File: config.mk
export PLATFORM = sky130hd
export DESIGN_NAME = alu_arbiter
export DESIGN_NICKNAME = d
export VERILOG_FILES = /design/src/rtl/alu_arbiter_pkg.sv /design/src/rtl/alu_arbiter_rr_arbiter2.sv /design/src/rtl/alu_arbiter.sv
export SDC_FILE = /design/constraint.sdc
export NUM_CORES = 1
export LEC_CHECK = 0
export CORE_UTILIZATION = 40
export CTS_BUF_LIST = sky130_fd_sc_hd__clkbuf_4
export DETAILED_ROUTE_END_ITERATION = 6
export HOLD_SLACK_MARGIN = 0.03
export MAX_ROUTING_LAYER = met4
export PLACE_DENSITY_LB_ADDON = 0.12
export SLEW_MARGIN = 5
export SYNTH_ARGS = -nofsm -noshare
export SYNTH_HDL_FRONTEND = slang
export SYNTH_SLANG_ARGS = --single-unit
File: constraint.sdc
create_clock -name clk -period 2.6 [get_ports clk]
set_clock_uncertainty 0.05 [all_clocks]
set_input_delay 0.65 -clock clk [delete_from_list [all_inputs] [get_ports clk]]
set_output_delay 0.65 -clock clk [all_outputs]
set_load 0.02 [all_outputs]
File: src/rtl/alu_arbiter_pkg.sv
// Shared definitions for the two-requester ALU arbiter: default widths,
// FSM state encodings and the opcode values shared with the ALU.
package alu_arbiter_pkg;

  localparam int WIDTH_DEF = 4;
  localparam int OPW_DEF   = 2;

  typedef enum logic [1:0] {
    IDLE = 2'd0,
    EXEC = 2'd1,
    RESP = 2'd2
  } state_t;

  localparam logic [1:0] ALU_OP_0 = 2'b00;
  localparam logic [1:0] ALU_OP_1 = 2'b01;
  localparam logic [1:0] ALU_OP_2 = 2'b10;
  localparam logic [1:0] ALU_OP_3 = 2'b11;

endpackage

File: src/rtl/alu_arbiter_rr_arbiter2.sv
// Two-way combinational round-robin grant; the priority bit is owned by
// the parent and names the requester that wins a tie.
module rr_arbiter2
  import alu_arbiter_pkg::*;
(
  input  logic [1:0] valid,
  input  logic       prio,
  output logic [1:0] grant
);

  // one-hot grant from the valid pattern and tie-break priority
  always_comb begin
    grant = 2'b00;
    case (valid)
      2'b01:   grant = 2'b01;
      2'b10:   grant = 2'b10;
      2'b11:   grant = prio ? 2'b10 : 2'b01;
      default: grant = 2'b00;
    endcase
  end

endmodule

File: src/rtl/alu_arbiter.sv
// Shares one combinational ALU between two requesters with round-robin
// arbitration, registered ALU operands and a held, registered result.
module alu_arbiter
  import alu_arbiter_pkg::*;
#(
  parameter int WIDTH = WIDTH_DEF,
  parameter int OPW   = OPW_DEF
) (
  input  logic               clk,
  input  logic               rst,
  input  logic [1:0]         req_valid,
  output logic [1:0]         req_ready,
  input  logic [2*WIDTH-1:0] req_a,
  input  logic [2*WIDTH-1:0] req_b,
  input  logic [2*OPW-1:0]   req_op,
  output logic [1:0]         rsp_valid,
  input  logic [1:0]         rsp_ready,
  output logic [WIDTH-1:0]   rsp_result,
  output logic [WIDTH-1:0]   alu_a,
  output logic [WIDTH-1:0]   alu_b,
  output logic [OPW-1:0]     alu_op,
  input  logic [WIDTH-1:0]   alu_result,
  output logic               busy
);

  state_t     state_r;
  state_t     next_state_s;
  logic       owner_r;
  logic       prio_r;
  logic [1:0] grant_s;
  logic       win_s;
  logic       accept_s;
  logic       release_s;

  rr_arbiter2 u_rr (
    .valid (req_valid),
    .prio  (prio_r),
    .grant (grant_s)
  );

  assign win_s     = grant_s[1];
  assign accept_s  = (state_r == IDLE) && (|req_valid);
  assign release_s = (state_r == RESP) && rsp_ready[owner_r];

  // state register
  always_ff @(posedge clk or posedge rst) begin
    if (rst) begin
      state_r <= IDLE;
    end else begin
      state_r <= next_state_s;
    end
  end

  // next-state logic
  always_comb begin
    next_state_s = state_r;
    case (state_r)
      IDLE:    next_state_s = (|req_valid) ? EXEC : IDLE;
      EXEC:    next_state_s = RESP;
      RESP:    next_state_s = rsp_ready[owner_r] ? IDLE : RESP;
      default: next_state_s = IDLE;
    endcase
  end

  // operand capture, result capture and round-robin priority update
  always_ff @(posedge clk or posedge rst) begin
    if (rst) begin
      alu_a      <= {WIDTH{1'b0}};
      alu_b      <= {WIDTH{1'b0}};
      alu_op     <= {OPW{1'b0}};
      rsp_result <= {WIDTH{1'b0}};
      owner_r    <= 1'b0;
      prio_r     <= 1'b0;
    end else begin
      if (accept_s) begin
        alu_a   <= win_s ? req_a[2*WIDTH-1:WIDTH] : req_a[WIDTH-1:0];
        alu_b   <= win_s ? req_b[2*WIDTH-1:WIDTH] : req_b[WIDTH-1:0];
        alu_op  <= win_s ? req_op[2*OPW-1:OPW]    : req_op[OPW-1:0];
        owner_r <= win_s;
      end
      if (state_r == EXEC) begin
        rsp_result <= alu_result;
      end
      // the requester just served drops to lowest priority
      if (release_s) begin
        prio_r <= ~owner_r;
      end
    end
  end

  // handshake outputs decoded from the state register
  always_comb begin
    req_ready = 2'b00;
    rsp_valid = 2'b00;
    busy      = 1'b0;
    case (state_r)
      IDLE: req_ready = grant_s;
      EXEC: busy = 1'b1;
      RESP: begin
        busy      = 1'b1;
        rsp_valid = owner_r ? 2'b10 : 2'b01;
      end
      default: busy = 1'b1;
    endcase
  end

endmodule

# [After elaboration in Yosys (flattened, before gate mapping)]
# Index checks and enable logic that the tools add are counted.
[totals] out_inout_bits=19 ff_bits=18 elab_cells=32 input_bits=30
[op_classes] n_mux=14 n_bitwise=1 reduce_logical=4 eq_ne=5 magnitude_cmp=1
[ops] cell="2-bit two-way mux" count=6
[ops] cell="2-bit one-hot mux with 3 select lines" count=2
[ops] cell="4-bit two-way mux" count=2
[ops] cell="2-bit == test, second input constant" count=3
[ops] cell="2-bit by 1-bit == test with 1-bit output, second input constant" count=2
[ops] cell="1-bit two-way mux" count=4
[ops] cell="1-bit logical AND" count=2
[ops] cell="2-bit logical NOT" count=1
[ops] cell="1-bit by 2-bit less-than comparator with 1-bit output, second input constant" count=1
[ops] cell="2-bit OR reduction" count=1
[ops] cell="1-bit NOT" count=1

# [Depth between registers and ports, before layout]
# Gate-level depths: netlist (run 1).
[logic_depth] ltp_word=4 depth_mapped=5 depth_no_buf=4

# [Modules after synthesis]
# Synthesis (run 1) repeated with hierarchy kept, for this count alone.
[hier_totals] hier_cells=66 area_unflattened_um2=949.7
[modules_own_cells] mod="alu_arbiter" seq_area_each_um2=450.4 area_per_inst_um2=930.9 instances=1 cells_per_inst=63
[modules_own_cells] mod="rr_arbiter2" seq_area_each_um2=0.0 area_per_inst_um2=18.8 instances=1 cells_per_inst=3

# [Worst setup path after synthesis (run 1)]
# OpenSTA, ideal clock, no wires.
[synth_timing] path_kind="input -> output" start="input port req_valid[0]" end="output port req_ready[0]" path_buffers=1 required_ns=1.900 stages=3 setup_slack_ns=0.648 arrival_time_ns=1.252 cell_sequence="nand2b_1 buf_2 a21oi_1"
[synth_via] elab_chain_cells=3 elab_cells_between_ends=5 classes_between="eq/ne: 3; mux: 2"
[synth_rtl] item="from (decl)" line="alu_arbiter.sv:11" source="input logic [1:0] req_valid,"
[synth_rtl] item="2-bit == test / 2-bit by 1-bit == test with 1-bit output (equally long branches)" line="alu_arbiter_rr_arbiter2.sv:14" source="case (valid)"
[synth_rtl] item="2-bit one-hot mux with 3 select lines *" line="alu_arbiter_rr_arbiter2.sv:14"
[synth_rtl] item="2-bit two-way mux *" line="alu_arbiter.sv:96" source="case (state_r)"
[synth_rtl] item="to (decl)" line="alu_arbiter.sv:12" source="output logic [1:0] req_ready,"
# Every way passes the cells marked *; elsewhere a longest branch is shown, timed or not.

# [Worst setup path in the final report (run 1)]
[layout_timing] start="input port req_valid[0]" end="output port req_ready[1]"
# The elaborated chain is that of the path after synthesis.

==> reports/qor.yml, run 1 <==
status: "finished, final reports clean"
swShare: 0.409
grt_pass1_vias: 910
die_y_um: 48.6
cts_tree: "built"
max-slew-margin-rel: 0.548
postSynthCellCount: 92
pwr-share-comb: 0.574
p_seq_frac: 0.334
worstPathArrival_ns: 1.76
syn_area_sq_um: 867
syn_nets: 122
rsz0062_at_grt: "false"
ctsLongestPathBuffers: 2
routabilityCongestion: 0.766
insertion_delay_ns: 0.28
drtAntennaViolNets: 0
synth-xor-area-share: 0
ir_drop_mv: 0.662
port_buffers: 48
drive_above_1_share: 0.118
drt_pass1_iterations: 4
fillers: 152
synthTopCellsByArea: "dfrtp_1 52%, a31oi_1 7.9%, a21oi_1 6.9%, o21ai_0 6.9%, nand3_1 5.8%"
wl_per_cell_um: 14.1
synth_seq_cells: 18
finalSetupViolCount: 0
antenna_cells: 0
synthMuxAreaShare: 0.0519
hold_violations: 0
power_density_mw_per_mm2: 1090
hold_path_depth: 1
worstMarginPinSlew_ns: 0.678
cts_htree_levels: 1
avgSynthCellArea_sq_um: 9.42
area_delta_synth_final_pct: 62.9
seq_area_frac_synth: 0.519
cp.buffers_inverters: 2
synth_cell_types: 20
r2r-start: "prio_r$_DFFE_PP0P_"
synth_top_area_share: 0.519
hpwl_um: 1820
min-delay-start: "rsp_result[1]$_DFFE_PP0N_"
p_leak_nw: 0.590
cp-start-kind: "primary input"
drc: 0
power_frac_clock: 0.092
intPower_mw: 0.909
r2r_end: "alu_a[1]$_DFFE_PP0P_"
rrSetupSlack_ns: 1.20
synth_compound_area_frac: 0.232
routed_wirelength_um: 2420
slew_violations: 0
setup_tns_ns: 0
final_area_sq_mm: 0.00141
synth-simple-area-share: 0.131
via_per_inst: 5.37
period_share: 0.946
clock_sinks: 18
rows: 16
cp_cell_sequence: "clkdlybuf4s50_1 > nand2b_1 > and3_1 > dlygate4sd2_1"
whs_ns: 0.469
hold_buffers: 0
die_w_um: 48.6
crit_path_max_fanout: 3
core_sq_mm: 0.00200
dpl-instance-area_sq_mm: 0.00139
holdCritPathClass: "reg -> reg"
num_vias: 919
grt_max_degree: 19
drtIter0Drc: 23
power.switching_mw: 0.628
synth_top_area_cell: "dfrtp_1"
min_to: "rsp_result[1]$_DFFE_PP0N_"
cts_buffers: 3
dieArea_sq_mm: 0.00236
synth_top_family_by_area: "compound AO/OA/AOI/OAI gates"
max_freq_ghz: 0.407
slowest_delay_ns: 0.50
worst-setup-path-type: "in -> out"
cap_violations: 0
synth_fa_ha_area_frac: 0
grt.overflow.total: 0
cpMaxStageDelayCell: "clkdlybuf4s50_1"
r2r_cells: 3
nets: 175
ys_warn_count: 0
grt_first_pass_wirelength_um: 4110
worstSetupEndpointType: "primary output"
antenna_found_initial: 0
grtUsageTotal: 0.232
cts.clk_slew.worst_paths_ns: 0.10
cts_root_buf: "clkbuf_4"
start_util: 0.433
path_delay_family: "buffers and inverters"
post-route-min-period_ns: 2.46
cp.required_ns: 1.90
ios: 49
==> worst max-delay path by stage <==
stage	startpoint	endpoint	slack, ns	cells after the start
global route	req_valid[1]	req_ready[1]	0.08	4
global placement	req_valid[1]	req_ready[0]	-0.17	5
CTS	req_valid[0]	req_ready[0]	0.05	5
finish	req_valid[0]	req_ready[1]	0.14	4
detailed placement	req_valid[0]	req_ready[0]	-0.22	5
floorplan	req_valid[0]	req_ready[0]	0.65	3
==> registers in the layout, summed over array words and instances (netlist names) <==
name,count
alu_a,4
alu_b,4
alu_op,2
owner_r,1
prio_r,1
rsp_result,4
state_r,2
==> repair_timing <==
item / in CTS / in global routing
endpoints found under the setup margin: 2 / 1
resized for setup: 2 / 2
buffers inserted: 0 / 0
==> power groups by stage <==
stage	Combinational, mW	Sequential (mW)	Clock [mW]
final	0.882	0.513	0.141
after global routing	0.950	0.535	0.159
after global placement	0.878	0.508	0
after CTS	0.888	0.513	0.141
after floorplan	0.358	0.643	0
after detailed placement	0.893	0.519	0
==> metal layers <==
| metal | GRT usage | part of all wire | routed length [um] | vias to the layer above |
|---|---|---|---|---|
| met1 | 0.289 | 0.43 | 1030 | 438 |
| met3 | 0.0377 | 0.058 | 141 | 4 |
| met4 | 0.0490 | 0.0070 | 17 | 0 |
| met2 | 0.397 | 0.51 | 1230 | 43 |
| met5 | - | 0 | 0 | - |
| li1 | - | - | - | 434 |
==> layout make-up <==
type	count	area (sq um)	area share
Timing Repair Buffer	54	519	0.368
Sequential cell	18	450	0.319
Multi-Input combinational cell	62	360	0.255
Tap cell	27	33.8	0.0239
Clock buffer	3	22.5	0.0159
Inverter	6	22.5	0.0159
Clock inverter	1	3.75	0.00266
==> kinds of logic after synthesis <==
kind of cell           count (synthesis)
AOI/OAI and AO/OA                     37
and+or+nand+nor                       21
DFF                                   18
buffers and inverters                 12
muxes                                  4
==> stage by stage <==
| stage | instances | power, mW | worst slack [ns] | util |
|---|---|---|---|---|
| 3_5_place_dp | 167 | 1.41 | -0.221 | 0.696 |
| 5_1_grt | 171 | 1.64 | 0.0842 | 0.706 |
| 2_1_floorplan | 92 | 1.00 | 0.648 | - |
| 6_report | 171 | 1.54 | 0.140 | 0.706 |
| 3_3_place_gp | 167 | 1.39 | -0.169 | 0.696 |
| 4_1_cts | 171 | 1.54 | 0.0467 | 0.708 |
==> worst register-to-register path: stages (launching register included) <==
cell and delay [ns]:
dfrtp_1 0.43, nor2b_1 0.49, o21ai_0 0.17, a31oi_1 0.20
==> cells in the final DEF, fill, tap and decap left out, drive strengths merged <==
master	synthesis	final
nand2	1	1
nor2b	1	1
a31oi	11	11
clkbuf	2	4
inv	6	6
nand3	10	10
nand2b	3	3
o21ai	13	13
or2	1	1
dlygate4sd2	0	1
mux2	4	4
and3	2	2
a21o	1	1
dfrtp	18	18
buf	4	6
nor2	3	3
a21oi	12	12
clkinv	0	1
clkdlybuf4s50	0	46
==> synth_stat cells (all sizes together) <==
master / n
a21oi: 12
clkbuf: 2
or2: 1
nor2b: 1
and3: 2
nor2: 3
mux2: 4
a31oi: 11
o21ai: 13
nand2: 1
nand2b: 3
nand3: 10
a21o: 1
buf: 4
dfrtp: 18
inv: 6
Note: power is estimated with default switching activity, not from simulation.
==> run 2, diff against run 1 <==
CTS_CLUSTER_DIAMETER = 30   (was unset)
SKIP_LAST_GASP = 1   (was unset)
==> results of run 2 <==
No change in the layout: final DEF, timing and power equal those of run 1.
